[config.mk]
export PLATFORM = sky130hd
export DESIGN_NAME = tdc_frame_rx
export DESIGN_NICKNAME = d
export VERILOG_FILES = /design/src/rtl/tdc_pkg.sv /design/src/rtl/uart_rx_byte.sv /design/src/rtl/tdc_frame_rx.sv
export SDC_FILE = /design/constraint.sdc
export NUM_CORES = 1
export LEC_CHECK = 0
export CAP_MARGIN = 40
export CORE_ASPECT_RATIO = 0.6
export CORE_UTILIZATION = 30
export CTS_BUF_LIST = sky130_fd_sc_hd__clkbuf_8
export DETAILED_ROUTE_END_ITERATION = 8
export PLACE_DENSITY = 0.49
export SYNTH_ARGS = -nofsm -noshare
export SYNTH_HDL_FRONTEND = slang
export SYNTH_SLANG_ARGS = --single-unit
[constraint.sdc]
create_clock -name clk -period 2.6 [get_ports clk]
set_input_delay 0.39 -clock clk [delete_from_list [all_inputs] [get_ports clk]]
set_output_delay 0.39 -clock clk [all_outputs]
set_load 0.05 [all_outputs]
[src/rtl/tdc_pkg.sv]
// Constants and state encoding shared by the TDC link transmitter and receiver.
package tdc_pkg;

    typedef enum logic [2:0] {
        IDLE  = 3'd0,
        START = 3'd1,
        DATA  = 3'd2,
        STOP  = 3'd3,
        BREAK = 3'd4
    } rx_state_t;

    localparam int TDC_CLKS_PER_BIT_DEF = 434;
    localparam int TDC_WORD_BYTES_DEF   = 2;

endpackage

[src/rtl/uart_rx_byte.sv]
// 8N1 byte receiver: 2-FF synchroniser, mid-cell sampling FSM and bit-cell counter.
module uart_rx_byte
    import tdc_pkg::*;
#(
    parameter int CLKS_PER_BIT = TDC_CLKS_PER_BIT_DEF
) (
    input  logic       clk,
    input  logic       reset,
    input  logic       rx,
    output logic [7:0] byte_data,
    output logic       byte_ok,
    output logic       byte_err,
    output logic       in_idle
);

    localparam int CW = $clog2(CLKS_PER_BIT);
    localparam logic [CW-1:0] HALF_LAST = CW'(CLKS_PER_BIT / 2 - 1);
    localparam logic [CW-1:0] CELL_LAST = CW'(CLKS_PER_BIT - 1);

    rx_state_t     state;
    rx_state_t     state_nxt;
    logic          rx_s1;
    logic          rx_s2;
    logic [CW-1:0] cell_cnt;
    logic [2:0]    bit_idx;
    logic [7:0]    shreg;
    logic          cell_done;

    always_ff @(posedge clk) begin
        if (reset) begin
            rx_s1 <= 1'b1;
            rx_s2 <= 1'b1;
        end else begin
            rx_s1 <= rx;
            rx_s2 <= rx_s1;
        end
    end

    // START waits half a cell so every later sample lands mid-cell.
    always_comb begin
        cell_done = 1'b0;
        if (state == START)
            cell_done = (cell_cnt == HALF_LAST);
        else if (state == DATA || state == STOP)
            cell_done = (cell_cnt == CELL_LAST);
    end

    always_ff @(posedge clk) begin
        if (reset)
            state <= IDLE;
        else
            state <= state_nxt;
    end

    always_comb begin
        state_nxt = state;
        case (state)
            IDLE:    if (!rx_s2) state_nxt = START;
            START:   if (cell_done) state_nxt = rx_s2 ? IDLE : DATA;
            DATA:    if (cell_done && bit_idx == 3'd7) state_nxt = STOP;
            STOP:    if (cell_done) state_nxt = rx_s2 ? IDLE : BREAK;
            BREAK:   if (rx_s2) state_nxt = IDLE;
            default: state_nxt = IDLE;
        endcase
    end

    always_comb begin
        byte_ok  = (state == STOP) && cell_done && rx_s2;
        byte_err = (state == STOP) && cell_done && !rx_s2;
        in_idle  = (state == IDLE);
    end

    always_ff @(posedge clk) begin
        if (reset) begin
            cell_cnt <= '0;
            bit_idx  <= '0;
        end else begin
            if (state == IDLE || state == BREAK || cell_done)
                cell_cnt <= '0;
            else
                cell_cnt <= cell_cnt + CW'(1);
            if (state != DATA)
                bit_idx <= '0;
            else if (cell_done && bit_idx != 3'd7)
                bit_idx <= bit_idx + 3'd1;
        end
    end

    always_ff @(posedge clk) begin
        if (state == DATA && cell_done)
            shreg <= {rx_s2, shreg[7:1]};
    end

    assign byte_data = shreg;

endmodule

[src/rtl/tdc_frame_rx.sv]
// TDC link receiver: assembles BYTES serial bytes (LSB byte first) into one measurement word.
module tdc_frame_rx
    import tdc_pkg::*;
#(
    parameter int CLKS_PER_BIT = TDC_CLKS_PER_BIT_DEF,
    parameter int BYTES        = TDC_WORD_BYTES_DEF,
    parameter int IDLE_BITS    = 20
) (
    input  logic               clk,
    input  logic               reset,
    input  logic               rx,
    output logic [8*BYTES-1:0] data,
    output logic               valid,
    output logic               frame_err,
    output logic               timeout,
    output logic               busy
);

    localparam int IW        = $clog2(BYTES) + 1;
    localparam int GAP_LIMIT = IDLE_BITS * CLKS_PER_BIT;
    localparam int GW        = $clog2(GAP_LIMIT + 1);

    logic [7:0]         byte_data;
    logic               byte_ok;
    logic               byte_err;
    logic               in_idle;
    logic [IW-1:0]      byte_idx;
    logic [8*BYTES-1:0] asm_word;
    logic [8*BYTES-1:0] asm_next;
    logic [GW-1:0]      gap_cnt;
    logic [GW-1:0]      gap_nxt;
    logic               gap_run;
    logic               gap_hit;
    logic               last_byte;

    uart_rx_byte #(
        .CLKS_PER_BIT(CLKS_PER_BIT)
    ) u_byte (
        .clk      (clk),
        .reset    (reset),
        .rx       (rx),
        .byte_data(byte_data),
        .byte_ok  (byte_ok),
        .byte_err (byte_err),
        .in_idle  (in_idle)
    );

    always_comb begin
        asm_next = asm_word;
        asm_next[8*int'(byte_idx) +: 8] = byte_data;
    end

    assign last_byte = (byte_idx == IW'(BYTES - 1));
    // The gap timer only matters once part of a word has arrived.
    assign gap_run   = in_idle && (byte_idx != '0);
    assign gap_nxt   = gap_cnt + GW'(1);
    assign gap_hit   = gap_run && (gap_nxt == GW'(GAP_LIMIT));
    assign busy      = !in_idle;

    always_ff @(posedge clk) begin
        if (byte_ok)
            asm_word <= asm_next;
    end

    always_ff @(posedge clk) begin
        if (reset) begin
            data      <= '0;
            valid     <= 1'b0;
            frame_err <= 1'b0;
            timeout   <= 1'b0;
            byte_idx  <= '0;
            gap_cnt   <= '0;
        end else begin
            valid     <= 1'b0;
            frame_err <= 1'b0;
            timeout   <= 1'b0;
            if (byte_ok) begin
                if (last_byte) begin
                    data     <= asm_next;
                    valid    <= 1'b1;
                    byte_idx <= '0;
                end else begin
                    byte_idx <= byte_idx + IW'(1);
                end
            end else if (byte_err) begin
                frame_err <= 1'b1;
                byte_idx  <= '0;
            end else if (gap_hit) begin
                timeout  <= 1'b1;
                byte_idx <= '0;
            end
            if (!gap_run || gap_hit)
                gap_cnt <= '0;
            else
                gap_cnt <= gap_nxt;
        end
    end

endmodule
* Word level (Yosys, flattened, before mapping)
Index checks and enable logic that the tools add are counted.
** Word-level totals
- Flip-flop bits (word level) :: 76
- Word-level logic and storage cells :: 81
- Bits of input ports :: 3
- Output and inout bits :: 20
** Operators by class
- Shifts and indexed selects :: 2
- Reduce and logical (&&, ||, !) cells :: 26
- Equal/unequal tests :: 16
- Bitwise operators :: 1
- Multiplexer cells :: 18
- Add/subtract/negate cells :: 5
** Operator list (count)
- $neg A5 Y33 :: 1
- $shift A8 B33 Y16 const A :: 1
- $shiftx A8 B33 Y16 :: 1
- $mux W3 :: 6
- $bwmux W16 :: 1
- $pmux W3 S5 :: 1
- $add A14 B1 Y14 const B :: 1
- $eq A14 B14 Y1 const B :: 1
- $mux W2 :: 5
- $reduce_or A2 Y1 :: 5
- $add A9 B1 Y9 const B :: 1
- $eq A9 B8 Y1 const B :: 1
- $eq A9 B9 Y1 const B :: 1
- $logic_and A1 B1 Y1 :: 8
- $ne A2 B1 Y1 const B :: 4
- $eq A3 B2 Y1 const B :: 2
- $eq A3 B3 Y1 const B :: 2
- $mux W1 :: 5
- $reduce_and A5 Y1 :: 1
- $logic_or A1 B1 Y1 :: 4
- $add A3 B1 Y3 const B :: 1
- $eq A3 B1 Y1 const B :: 1
- $logic_not A1 Y1 :: 3
- $logic_not A3 Y1 :: 1
- other kinds (10) :: 10

* Logic depth before layout (Yosys ltp)
- Word-level depth :: 8
- Gate-level depth with buffers :: 10
- Mapped depth without buffers :: 8

* Hierarchy
Synthesis repeated with hierarchy kept, for this count alone.
** Unflattened totals
- Cell total of the unflattened synthesis :: 347
- Area total of the unflattened synthesis :: 3465.8 um^2
** By module, submodules not included
- tdc_frame_rx :: cells each 234, seq. area each 1181.1 um^2, instances 1, area each 2283.4 um^2
- uart_rx_byte :: cells each 113, seq. area each 580.6 um^2, instances 1, area each 1182.4 um^2

* Least setup slack after synthesis
Ideal clock, no wire load.
- Kind :: register to register
- Start :: register u_byte.cell_cnt[0]
- End :: register data[7]
- Path slack :: 197 ps
- Required time :: 2468 ps
- Arrival time :: 2271 ps
- Period minus slack after synthesis :: 2403 ps
- Library setup time :: 132 ps
- Stages on the path, launching flop included :: 10
- Path buffers :: 2
- Cell sequence :: dfxtp_1 ha_1 nand4b_1 nor4_1 and2_1 clkbuf_1 nand2_1 buf_2 nand2_1 a21oi_1
** Between the ends
- Cells in the longest elaborated chain, start to end :: 6
- Elaborated cells between the ends (all ways) :: 7
- Those cells by class :: 2 x eq/ne; 2 x mux; 3 x reduce/logical
** RTL lines
- start, declared :: RTL line uart_rx_byte.sv:24 : logic [CW-1:0] cell_cnt;
- start signal, assigned :: RTL line uart_rx_byte.sv:81 : cell_cnt <= cell_cnt + CW'(1);
- $eq A9 B9 Y1 :: RTL line uart_rx_byte.sv:45 : cell_done = (cell_cnt == CELL_LAST);
- $mux W1 :: RTL line uart_rx_byte.sv:44 : else if (state == DATA || state == STOP)
- $mux W1 (*) :: RTL line uart_rx_byte.sv:42 : if (state == START)
- $logic_and A1 B1 Y1 (*) (2 in series) :: RTL line uart_rx_byte.sv:68 : byte_ok = (state == STOP) && cell_done && rx_s2;
- net byte_ok :: RTL line tdc_frame_rx.sv:24 : logic byte_ok;
- $reduce_and A2 Y1 (no source line) (*)
- end signal, assigned :: RTL line tdc_frame_rx.sv:79 : data <= asm_next;
- end, declared :: RTL line tdc_frame_rx.sv:12 : output logic [8*BYTES-1:0] data,
Mark *: on every way through the listed nets, which the timed path passes. The rest lies on a longest branch.
A chain may end at the register's enable or synchronous reset.

* Worst setup path in the final report
- Start :: register gap_cnt[1]
- End :: register gap_cnt[6]
** Between the ends
- Cells in the longest elaborated chain, start to end :: 5
** RTL lines
- start, declared :: RTL line tdc_frame_rx.sv:30 : logic [GW-1:0] gap_cnt;
- start signal, assigned :: RTL line tdc_frame_rx.sv:95 : gap_cnt <= gap_nxt;
- $add A14 B1 Y14 (*) :: RTL line tdc_frame_rx.sv:56 : assign gap_nxt = gap_cnt + GW'(1);
- $eq A14 B14 Y1 :: RTL line tdc_frame_rx.sv:57 : assign gap_hit = gap_run && (gap_nxt == GW'(GAP_LIMIT));
- $logic_and A1 B1 Y1 :: RTL line tdc_frame_rx.sv:57
- $logic_or A1 B1 Y1 :: RTL line tdc_frame_rx.sv:92 : if (!gap_run || gap_hit)
- $reduce_or A2 Y1 (no source line)
Every way passes the cells marked *; elsewhere a longest branch is shown, timed or not.

==> results_dict.tcl <==
set metrics [dict create \
    power_density_nw_per_um2 589.6 \
    tns_ns 0 \
    worstReg2RegStart "gap_cnt[1]" \
    drcViolationCount 0 \
    cp-startpoint "gap_cnt[1]" \
    cp_cell_sequence "ha_2 -> a21boi_1 -> a22o_1 -> o22ai_1 -> or4b_4 -> o31ai_4 -> buf_4 -> nor2_1" \
    io_buffers 22 \
    critPathKind "register to register" \
    slew_viol_final 0 \
    synth-seq-cells 76 \
    yosysSeqAreaShare_pct 50.67 \
    core_area_um2 11300 \
    async_reset_ff_share_pct 0 \
    grt_pass1_vias 2372 \
    hpwlAfterDp_mm 5.077 \
    synthCells 378 \
    cp_max_fo 7 \
    grt-ovfl-total 0 \
    tightest_slew_ns 0.6830 \
    syn_to_final_growth_pct 18.21 \
    finish.utilization_pct 36.38 \
    p_leak_nw 1.383 \
    slew_headroom_pct 54.16 \
    vias 2572 \
    finalNetCount 417 \
    timing.hold.ws_ns 0.4146 \
    status "completed" \
    drt-initial-drc-count 184 \
    gp_congestion 0.8171 \
    yosys_warnings 0 \
    io_pins 23 \
    wirelength_mm 7.068 \
    grt_pass1_wl_mm 12.13 \
    clockBufferDepth 2 \
    die-width_um 141.0 \
    period_share_pct 91.84 \
    cts_buffers 9 \
    grt_setup_unrepaired "no" \
    cts_tree "yes" \
    final_common_cell "nand2_1" \
    diodes 0 \
    antenna_found_initial 0 \
    vias_per_cell 4.536 \
    dieArea_um2 12040 \
    postCtsHoldBufs 0 \
    clock_latency_ns 0.35 \
    cpPeakStageDelay_ns 0.55 \
    ant_nets 0 \
    critPathTopFamily "compound AO/OA/AOI/OAI gates" \
    cp_slowest_cell "or4b_4" \
    finalHoldViolations 0 \
    syn_nets 393 \
    finClkSkew_ns 0.008559 \
    wl_per_cell_um 12.47 \
    die_h_um 85.39 \
    cp.buffers_inverters 1 \
    setup.worst_path.end_class "register" \
    initial_core_util_pct 30.78 \
    critical_path.startpoint_type "register" \
    rows 30 \
    avgSynthCellArea_um2 9.199 \
    gr-usage-all-layers_pct 13.22 \
    ys_types 54 \
    cts_max_level 3 \
    grt_max_degree 19 \
    drive_gt1_share_pct 8.845 \
    hold_path.startpoint "u_byte.rx_s1" \
    cts.sinks 76 \
    worstPathArrival_ns 2.63 \
    peakVddDrop_uv 286.1 \
    hold_path.class "register to register" \
    synth_flop_cell "dfxtp_1" \
    drt-pass1-iter-count 4 \
    worst_ep_required_time_ns 2.85 \
    setup_viol 0 \
    post-place-ws_ns 0.1314 \
    synth_edf_count 24 \
    cts_root_buf "clkbuf_8" \
    fin_ws_ns 0.2121 \
    fin_crit_ns 2.388 \
    path_clk_slew_ns 0.08 \
    maxCapViolCount 0 \
    netlist_area_um2 3477 \
    max_freq_mhz 418.8 \
    layout_common_cells "59 x nand2_1, 51 x dfxtp_1, 38 x nor2_1" \
]
[where the power goes]
group          internal [W]  total [W]  leakage, nW  switching [W]
Clock              0.000586    0.00101        0.117       0.000424
Combinational     0.0000584   0.000168        0.659       0.000109
Sequential          0.00123    0.00124        0.608      0.0000161
Total               0.00187    0.00242         1.38       0.000550
[stage by stage]
stage / instance area, um^2 / cells / power (W)
finish: 4110 / 567 / 0.002423
global route: 4110 / 567 / 0.002529
CTS: 4099 / 566 / 0.002464
detailed placement: 3874 / 550 / 0.001443
global placement: 3874 / 550 / 0.001440
floorplan: 3477 / 378 / 0.001391
[sequential cells by signal, summed over array words and instances, names as in the netlist, 2 cells and up]
| register | count |
|---|---|
| byte_idx | 2 |
| u_byte.bit_idx | 3 |
| data | 16 |
| asm_word | 16 |
| u_byte.state | 3 |
| u_byte.cell_cnt | 9 |
| gap_cnt | 14 |
| u_byte.byte_data | 8 |
[final cells by class]
| class | instances | area (um^2) |
|---|---|---|
| fillers | 1151 | 7188 |
| repair buffers | 30 | 280.3 |
| multi-input cells | 255 | 1529 |
| clock inverters | 5 | 73.82 |
| flip-flops and latches | 76 | 1763 |
| clock buffers | 11 | 151.4 |
| well taps | 160 | 200.2 |
| inverters | 30 | 112.6 |
[cell usage after synthesis (6+ instances only)]
cell,number,share of area [%]
a21oi_1,20,2.9
nor2_1,38,4.1
dfxtp_1,52,30
inv_1,30,3.2
ha_1,12,4.3
o21ai_0,15,2.2
xnor2_1,17,4.3
buf_2,6,0.86
clkbuf_1,9,0.97
nand3_1,7,1.0
nand2_1,59,6.4
nor3_1,8,1.2
edfxtp_1,24,21
o22ai_1,9,1.6
[layer usage]
layer  vias to the layer above  wire length [um]  track usage [%]
met3                         9               365            4.515
met5                         -                 0                0
met1                      1174              4026            20.07
met4                         0                89            4.447
met2                        49              2588            16.87
li1                       1340                 -                -
[worst register-to-register path, cell delays in order (launching register included)]
cell	delay, ns
dfxtp_1	0.45
ha_2	0.29
a21boi_1	0.21
a22o_1	0.20
o22ai_1	0.09
or4b_4	0.55
o31ai_4	0.25
buf_4	0.19
nor2_1	0.05
[final timing paths]
path             endpoint  slack, ns  depth (start not counted)
max            gap_cnt[6]       0.21                          8
min          u_byte.rx_s2       0.41                          1
max reg2reg    gap_cnt[6]       0.21                          8
min reg2reg  u_byte.rx_s2       0.41                          1
[kinds of logic after synthesis]
group / share of synthesized area [%]
AOI/OAI and AO/OA: 11.73
buffers and inverters: 5.434
adders and majority gates: 4.318
DFF: 50.67
muxes: 0.8637
xor gates and xnor gates: 5.038
and+or+nand+nor: 21.95
[what timing repair did]
| action | CTS | global route |
|---|---|---|
| setup endpoints to repair | 0 | 9 |
| resized for setup | 0 | 3 |
| setup buffers | 0 | 1 |
Power figures use the tool's default switching activity.
